`config.mk`:
```
export PLATFORM = sky130hd
export DESIGN_NAME = if_prefetch_flat
export DESIGN_NICKNAME = d
export VERILOG_FILES = /design/src/rtl/if_pkg.sv /design/src/rtl/if_prefetch_if.sv /design/src/rtl/if_fifo.sv /design/src/rtl/if_prefetch.sv /design/src/flat_wrapper.sv
export SDC_FILE = /design/constraint.sdc
export NUM_CORES = 1
export LEC_CHECK = 0
export ABC_AREA = 1
export ABC_CLOCK_PERIOD_IN_PS = 6300
export CORE_AREA = 2 2 240 242
export DETAILED_ROUTE_END_ITERATION = 10
export DIE_AREA = 0 0 242 244
export GPL_TIMING_DRIVEN = 0
export PLACE_DENSITY_LB_ADDON = 0.12
export SLEW_MARGIN = 20
export SYNTH_ARGS = -nofsm -noshare
export SYNTH_HDL_FRONTEND = slang
export SYNTH_SLANG_ARGS = --single-unit
```
`constraint.sdc`:
```
create_clock -name clk -period 6.3 [get_ports clk]
set_clock_uncertainty 0.15 [all_clocks]
set_input_delay 1.26 -clock clk [delete_from_list [all_inputs] [get_ports clk]]
set_output_delay 1.26 -clock clk [all_outputs]
set_load 0.05 [all_outputs]
```
`src/rtl/if_pkg.sv`:
```
// Shared types and defaults for the instruction-fetch front end.
//   fetch_state_e : fetch FSM states (IDLE, REQ, WAIT, DROP)
//   fetch_entry_t : one prefetch-queue entry, {pc, ins}
//   IF_ADDR_W     : default PC/address width
//   IF_RESET_PC   : default boot entry point
package if_pkg;

  localparam int                   IF_ADDR_W   = 32;
  localparam logic [IF_ADDR_W-1:0] IF_RESET_PC = 32'd128;

  typedef enum logic [1:0] {
    IDLE = 2'd0,  // nothing in flight, waiting for queue space
    REQ  = 2'd1,  // mem_req asserted, waiting for mem_gnt
    WAIT = 2'd2,  // granted, waiting for mem_rvalid
    DROP = 2'd3   // granted, response belongs to a stale PC and is discarded
  } fetch_state_e;

  typedef struct packed {
    logic [IF_ADDR_W-1:0] pc;
    logic [31:0]          ins;
  } fetch_entry_t;

endpackage

```
`src/rtl/if_prefetch_if.sv`:
```
// Bus bundle for the prefetch unit: instruction-memory handshake,
// redirect input from the PC unit and the valid/ready link to decode.
//   master : the prefetch unit
//   slave  : its environment (memory, PC unit, decode)
interface if_prefetch_if #(
  parameter int ADDR_W = if_pkg::IF_ADDR_W
);

  logic              mem_req;
  logic [ADDR_W-1:0] mem_addr;
  logic              mem_gnt;
  logic              mem_rvalid;
  logic [31:0]       mem_rdata;

  logic              redirect;
  logic [ADDR_W-1:0] redirect_pc;

  logic              out_valid;
  logic              out_ready;
  logic [31:0]       out_ins;
  logic [ADDR_W-1:0] out_pc;
  logic [ADDR_W-1:0] out_pcp4;

  modport master (
    output mem_req, mem_addr,
    input  mem_gnt, mem_rvalid, mem_rdata,
    input  redirect, redirect_pc,
    output out_valid, out_ins, out_pc, out_pcp4,
    input  out_ready
  );

  modport slave (
    input  mem_req, mem_addr,
    output mem_gnt, mem_rvalid, mem_rdata,
    output redirect, redirect_pc,
    input  out_valid, out_ins, out_pc, out_pcp4,
    output out_ready
  );

endinterface

```
`src/rtl/if_fifo.sv`:
```
// Synchronous FIFO with flush and a registered head output.
//   clk, rst_n : clock, asynchronous active-low reset
//   flush      : empties the queue; overrides push and pop
//   push, din  : write an entry (ignored when full)
//   pop        : remove the head entry (ignored when empty)
//   dout       : head entry; holds its last value while empty
//   count      : occupancy, 0..DEPTH
module if_fifo #(
  parameter int DEPTH = 4,
  parameter int WIDTH = 64
) (
  input  logic                   clk,
  input  logic                   rst_n,
  input  logic                   flush,
  input  logic                   push,
  input  logic                   pop,
  input  logic [WIDTH-1:0]       din,
  output logic [WIDTH-1:0]       dout,
  output logic [$clog2(DEPTH):0] count
);

  localparam int PTR_W = $clog2(DEPTH);

  // Pointers carry one extra wrap bit so full and empty are distinguishable.
  logic [PTR_W:0]   wr_ptr, rd_ptr, wr_ptr_nxt, rd_ptr_nxt;
  logic [WIDTH-1:0] mem [DEPTH];
  logic             do_push, do_pop;

  assign count      = wr_ptr - rd_ptr;
  assign do_push    = push && !flush && (count != (PTR_W+1)'(DEPTH));
  assign do_pop     = pop && !flush && (count != '0);
  assign wr_ptr_nxt = wr_ptr + (PTR_W+1)'(do_push);
  assign rd_ptr_nxt = rd_ptr + (PTR_W+1)'(do_pop);

  // NOTE: state is updated with non-blocking assignments so every flop
  // samples pre-edge values regardless of process evaluation order.
  always_ff @(posedge clk or negedge rst_n) begin
    if (!rst_n) begin
      wr_ptr <= '0;
      rd_ptr <= '0;
    end else if (flush) begin
      wr_ptr <= '0;
      rd_ptr <= '0;
    end else begin
      wr_ptr <= wr_ptr_nxt;
      rd_ptr <= rd_ptr_nxt;
    end
  end

  // NOTE: the storage array has no reset; the pointers alone decide which
  // slots are valid, and leaving it out keeps it mappable to plain RAM.
  always_ff @(posedge clk) begin
    if (do_push) mem[wr_ptr[PTR_W-1:0]] <= din;
  end

  // Head register: preload the entry that will be at the head after this
  // edge. When that slot is the one being written now, take din directly.
  always_ff @(posedge clk or negedge rst_n) begin
    if (!rst_n) begin
      dout <= '0;
    end else if (!flush && (rd_ptr_nxt != wr_ptr_nxt)) begin
      dout <= (rd_ptr_nxt == wr_ptr) ? din : mem[rd_ptr_nxt[PTR_W-1:0]];
    end
  end

endmodule

```
`src/rtl/if_prefetch.sv`:
```
// Instruction-fetch front end feeding decode.
//   clk, rst_n : clock, asynchronous active-low reset
//   bus        : if_prefetch_if.master
//     mem_req/mem_addr/mem_gnt/mem_rvalid/mem_rdata : instruction memory
//     redirect/redirect_pc                         : branch/jump/INT entry
//     out_valid/out_ready/out_ins/out_pc/out_pcp4  : head of queue to decode
// At most one fetch is in flight; it reserves a queue slot so a returning
// response can always be pushed. A redirect flushes the queue and marks any
// in-flight response for discard.
module if_prefetch
  import if_pkg::*;
#(
  parameter int                DEPTH    = 4,
  parameter int                ADDR_W   = IF_ADDR_W,
  parameter logic [ADDR_W-1:0] RESET_PC = IF_RESET_PC
) (
  input logic           clk,
  input logic           rst_n,
  if_prefetch_if.master bus
);

  localparam int CNT_W = $clog2(DEPTH) + 1;

  fetch_state_e      state, state_nxt;
  logic [ADDR_W-1:0] fetch_pc, fetch_pc_nxt;
  logic [CNT_W-1:0]  count, count_after;
  logic              push, pop, outstanding, has_room, room_after;
  fetch_entry_t      push_entry, head_entry;

  // A response is pushed only in WAIT; a simultaneous redirect discards it.
  assign push        = (state == WAIT) && bus.mem_rvalid && !bus.redirect;
  assign pop         = bus.out_valid && bus.out_ready && !bus.redirect;
  assign outstanding = (state == WAIT) || (state == DROP);
  assign has_room    = (CNT_W'(DEPTH) - count) > CNT_W'(outstanding);
  assign count_after = count + CNT_W'(push) - CNT_W'(pop);
  assign room_after  = (count_after != CNT_W'(DEPTH));

  // fetch_pc already advanced on the grant, so the in-flight address is
  // fetch_pc - 4 whenever a response is being pushed.
  assign push_entry = {fetch_pc - ADDR_W'(4), bus.mem_rdata};

  if_fifo #(
    .DEPTH (DEPTH),
    .WIDTH ($bits(fetch_entry_t))
  ) u_fifo (
    .clk   (clk),
    .rst_n (rst_n),
    .flush (bus.redirect),
    .push  (push),
    .pop   (pop),
    .din   (push_entry),
    .dout  (head_entry),
    .count (count)
  );

  always_ff @(posedge clk or negedge rst_n) begin
    if (!rst_n) begin
      state    <= IDLE;
      fetch_pc <= RESET_PC;
    end else begin
      state    <= state_nxt;
      fetch_pc <= fetch_pc_nxt;
    end
  end

  always_comb begin
    // NOTE: defaults first, so every path assigns every output and no
    // latch is inferred.
    state_nxt    = state;
    fetch_pc_nxt = fetch_pc;

    case (state)
      IDLE: begin
        if (bus.redirect || has_room) state_nxt = REQ;
      end
      REQ: begin
        if (bus.mem_gnt) state_nxt = bus.redirect ? DROP : WAIT;
      end
      WAIT: begin
        if (bus.mem_rvalid) begin
          state_nxt = (bus.redirect || room_after) ? REQ : IDLE;
        end else if (bus.redirect) begin
          state_nxt = DROP;
        end
      end
      DROP: begin
        if (bus.mem_rvalid) state_nxt = REQ;
      end
      default: state_nxt = IDLE;
    endcase

    if (bus.redirect) begin
      fetch_pc_nxt = {bus.redirect_pc[ADDR_W-1:2], 2'b00};
    end else if ((state == REQ) && bus.mem_gnt) begin
      fetch_pc_nxt = fetch_pc + ADDR_W'(4);
    end
  end

  assign bus.mem_req   = (state == REQ);
  assign bus.mem_addr  = fetch_pc;
  assign bus.out_valid = (count != '0);
  assign bus.out_ins   = head_entry.ins;
  assign bus.out_pc    = head_entry.pc;
  assign bus.out_pcp4  = head_entry.pc + ADDR_W'(4);

endmodule

```
`src/flat_wrapper.sv`:
```
// flat-port wrapper written by rule: the top's interface ports become plain ports
module if_prefetch_flat import if_pkg::*;
#(
  parameter int                DEPTH    = 4,
  parameter int                ADDR_W   = IF_ADDR_W,
  parameter logic [ADDR_W-1:0] RESET_PC = IF_RESET_PC
)
  (clk, rst_n, bus_mem_req, bus_mem_addr, bus_mem_gnt, bus_mem_rvalid, bus_mem_rdata, bus_redirect, bus_redirect_pc, bus_out_valid, bus_out_ins, bus_out_pc, bus_out_pcp4, bus_out_ready);
  if_prefetch_if #(.ADDR_W(ADDR_W)) bus_i ();
  input logic clk;
  input logic rst_n;
  output wire logic [$bits(bus_i.mem_req)-1:0] bus_mem_req;
  output wire logic [$bits(bus_i.mem_addr)-1:0] bus_mem_addr;
  input wire logic [$bits(bus_i.mem_gnt)-1:0] bus_mem_gnt;
  input wire logic [$bits(bus_i.mem_rvalid)-1:0] bus_mem_rvalid;
  input wire logic [$bits(bus_i.mem_rdata)-1:0] bus_mem_rdata;
  input wire logic [$bits(bus_i.redirect)-1:0] bus_redirect;
  input wire logic [$bits(bus_i.redirect_pc)-1:0] bus_redirect_pc;
  output wire logic [$bits(bus_i.out_valid)-1:0] bus_out_valid;
  output wire logic [$bits(bus_i.out_ins)-1:0] bus_out_ins;
  output wire logic [$bits(bus_i.out_pc)-1:0] bus_out_pc;
  output wire logic [$bits(bus_i.out_pcp4)-1:0] bus_out_pcp4;
  input wire logic [$bits(bus_i.out_ready)-1:0] bus_out_ready;
  assign bus_mem_req = bus_i.mem_req;
  assign bus_mem_addr = bus_i.mem_addr;
  assign bus_i.mem_gnt = bus_mem_gnt;
  assign bus_i.mem_rvalid = bus_mem_rvalid;
  assign bus_i.mem_rdata = bus_mem_rdata;
  assign bus_i.redirect = bus_redirect;
  assign bus_i.redirect_pc = bus_redirect_pc;
  assign bus_out_valid = bus_i.out_valid;
  assign bus_out_ins = bus_i.out_ins;
  assign bus_out_pc = bus_i.out_pc;
  assign bus_out_pcp4 = bus_i.out_pcp4;
  assign bus_i.out_ready = bus_out_ready;
  if_prefetch #(.DEPTH(DEPTH), .ADDR_W(ADDR_W), .RESET_PC(RESET_PC)) u_core (.clk(clk), .rst_n(rst_n), .bus(bus_i));
endmodule
```
==> run metrics <==
Row Count just under 90; Synth cell types 37; vias per cell 4.80; via count of the first global-routing pass 13,800; GPL Wtd Cong 0.865; Final Critical Period 5.09 ns; synthesized area 0.0168 mm^2; TritonRoute pass-1 iters 5; Critical Path AT 3.68 ns; Switching Share 42.1%; CP endpoint bus_out_pcp4[20]; Starting Density between 20% and 30%; worst-margin pin slew 0.729 ns; Fmax 196 MHz; TritonCTS clock tree built; WL per Instance 20.3 um; Sw Pwr around 3.8 mW; hold_ws 0.325 ns; combinational share of power 38.4%; # port buffers approximately 190; CTS sink cnt 348; Max VDD drop 0.000218 V; post-placement cell area 0.0200 mm^2; largest family of logic cells by synthesized area simple AND/OR/NAND/NOR gates; Synth Area in XOR/XNOR 2.76%; Final WS setup 1.21 ns; complex-gate fraction of the synthesized area 8.91%; Total Wirelength 59,000 um; internal cell power 5.27 mW; Top Metal Used met5; Leak 8.56 nW; cells after synthesis between 1,500 and 2,000; CP Cell Sequence ha_1 -> nand2_1 -> nor3_2 -> nand2_1 -> inv_1 -> nand2_1 -> nor2_1 -> xor2_1 -> clkdlybuf4s50_1; Top FF cell, synth edfxtp_1; Power Density approximately 420 mW/mm^2; CTS buffer count 42; Worst R2R Setup Slack 1.77 ns; all-layer global routing usage 19.8%; dpl ws 0.589 ns; ranking of synthesized cells by area edfxtp_1 (44%), dfrtp_1 (15%), nand2_1 (9.9%); simple-gate share of the synthesized area 22.6%; initial antenna violation count 2; multiplexer share of the synthesized area 0%; Post-CTS Setup Repair Bufs 0; Design Area, Final 0.0214 mm^2; drt drc 0; Worst Setup Start Kind register; area grow syn2layout 27.4%; vias post-DR 13,900; HP Class reg2reg; Synth top area share 44.3%; Die W 242 um; RR Endpoint u_core.u_fifo.dout[51]; Adder-Cell Fraction of Synth Area ~1.6%; I/O pins 200; cts hold-fix bufs 0; Final setup viols 0; Slew headroom 51.1%; Worst Path Class, Setup reg2out; CP Launch Point u_core.u_fifo.dout[34]; core box area 0.0562 mm^2; Slowest-stage cell, CP clkdlybuf4s50_1; max-slew violation count 0; wire length on met2 28,100 um; Critical Path Max Stage Delay 0.82 ns; die area 0.0590 mm^2; die height 244 um; Req. time, crit path 4.89 ns; RSZ-0062 raised after global routing false; largest driver fanout on the critical path 5; Ys Warns 0; Clock Path Buffers 3; worst hold start u_core.u_fifo.dout[7]; number of synthesized register bits 348; clock root buffer clkbuf_16; largest net degree at the start of global routing 63; layout cells sized above 1 8.60%; Critical Path Sink Type output pin; worst skew pair latency between 0.5 and 0.6 ns; syn avg cell area 9.15 um^2; Reg2Reg Depth 18; first-pass GRT wire length 88,100 um; initial DRC count 1,120; Reg-to-Reg Start u_core.u_fifo.wr_ptr[0]; CTS resizes 0; CTS H-tree depth 2; post-synthesis sequential area ratio 59.2%; Final period util 80.8%; total of max-cap violations 0; fillcell total 5,723; biggest area consumer among synthesized cells edfxtp_1; final hold violation count 0; CTS clk-pin slew, worst paths 0.06 ns; clock share of power 26.9%; EDFF count, synth approximately 250; nets about 2,200; Routed Antenna Nets 0; Post-Route M1 WL 26,000 um; most frequent cell on the critical path nand2_1; Reg power frac 34.7%; status finished clean; async set-reset flop share out of synthesis between 20 and 30%; WL met3 2940 um; grt total ovfl 0; dpl hpwl 43,700 um; Setup TNS Final 0 ns
## cell type report
class | count | area [um^2] | share of cell area [%]
plain buffers | 89 | 455 | 2.13
multi-input cells | 1305 | 6070 | 28.3
repair buffers | 229 | 2250 | 10.5
diodes | 1 | 2.50 | 0.0117
flip-flops and latches | 348 | 9950 | 46.4
clock inverters | 25 | 277 | 1.29
clock buffers | 53 | 1100 | 5.14
well taps | 756 | 946 | 4.41
inverters | 101 | 379 | 1.77
## metrics by stage
| step | instances | power, mW | util, % |
|---|---|---|---|
| after floorplan | 1843 | 5.29 | - |
| after global placement | 2790 | 6.70 | 35.1 |
| after detailed placement | 2828 | 6.71 | 35.7 |
| after CTS | 2906 | 9.19 | 38.1 |
| after global routing | 2907 | 9.53 | 38.2 |
| final | 2907 | 9.10 | 38.2 |
## critical path: cells and delay by family (launching register included)
kind | cells | cell delay, ns
and+or+nand+nor | 5 | 0.98
xor gates and xnor gates | 1 | 0.16
buffers and inverters | 2 | 0.93
adders and majority gates | 1 | 0.34
DFF | 1 | 0.72
## routing by layer
layer	vias up	GRT usage [%]
met2	402	33.3
met1	6718	26.0
li1	6728	-
met5	-	0
met4	2	6.74
met3	95	3.01
## power by group through the flow
stage,logic [mW],registers [mW],clock network [mW]
floorplan,1.45,3.84,0
global placement,3.49,3.21,0
detailed placement,3.51,3.20,0
CTS,3.52,3.16,2.51
global route,3.74,3.20,2.59
finish,3.49,3.16,2.45
## state kept, by name, indices dropped and copies added, names as in the netlist
signal	flops
u_core.bus.mem_addr	30
u_core.u_fifo.dout	62
u_core.u_fifo.mem	248
u_core.u_fifo.rd_ptr	3
u_core.state	2
u_core.u_fifo.wr_ptr	3
## how the worst min path moves through the flow
stage | end | depth (start not counted)
after floorplan | u_core.state[1] | 2
after global placement | u_core.u_fifo.dout[17] | 2
after detailed placement | u_core.u_fifo.dout[7] | 2
after CTS | u_core.u_fifo.dout[7] | 2
after global routing | u_core.u_fifo.dout[28] | 2
final | u_core.u_fifo.dout[7] | 2
## layout by cell type (no fill, tap or decap), drive strengths merged, types with 5 or more instances in the layout
master           n
edfxtp         248
dfrtp           99
clkbuf          84
nand3           81
clkinv          15
buf             97
inv            103
conb             6
o22ai           44
nor3            15
ha              18
clkdlybuf4s50  190
o211ai           6
xnor2           11
bufinv           5
nor2           373
nand2          447
nand4           21
xor2            42
a21oi           14
o21ai          210
## Yosys cell counts, types with 4 or more instances
library cell	count
a21oi_1	14
buf_2	39
buf_4	13
clkbuf_1	30
dfrtp_1	99
edfxtp_1	248
ha_1	18
inv_1	94
inv_2	6
nand2_1	444
nand3_1	81
nand3b_1	4
nand4_1	21
nor2_1	362
nor2_2	8
nor3_1	14
o211ai_1	6
o21ai_0	173
o21ai_1	37
o21bai_1	4
o22ai_1	44
xnor2_1	11
xor2_1	42
## cell families after synthesis
family / Yosys count
adders and majority gates: 20
DFF: 348
and+or+nand+nor: 945
AOI/OAI and AO/OA: 281
buffers and inverters: 190
xor gates and xnor gates: 53
other: 1
Power figures use the tool's default switching activity.
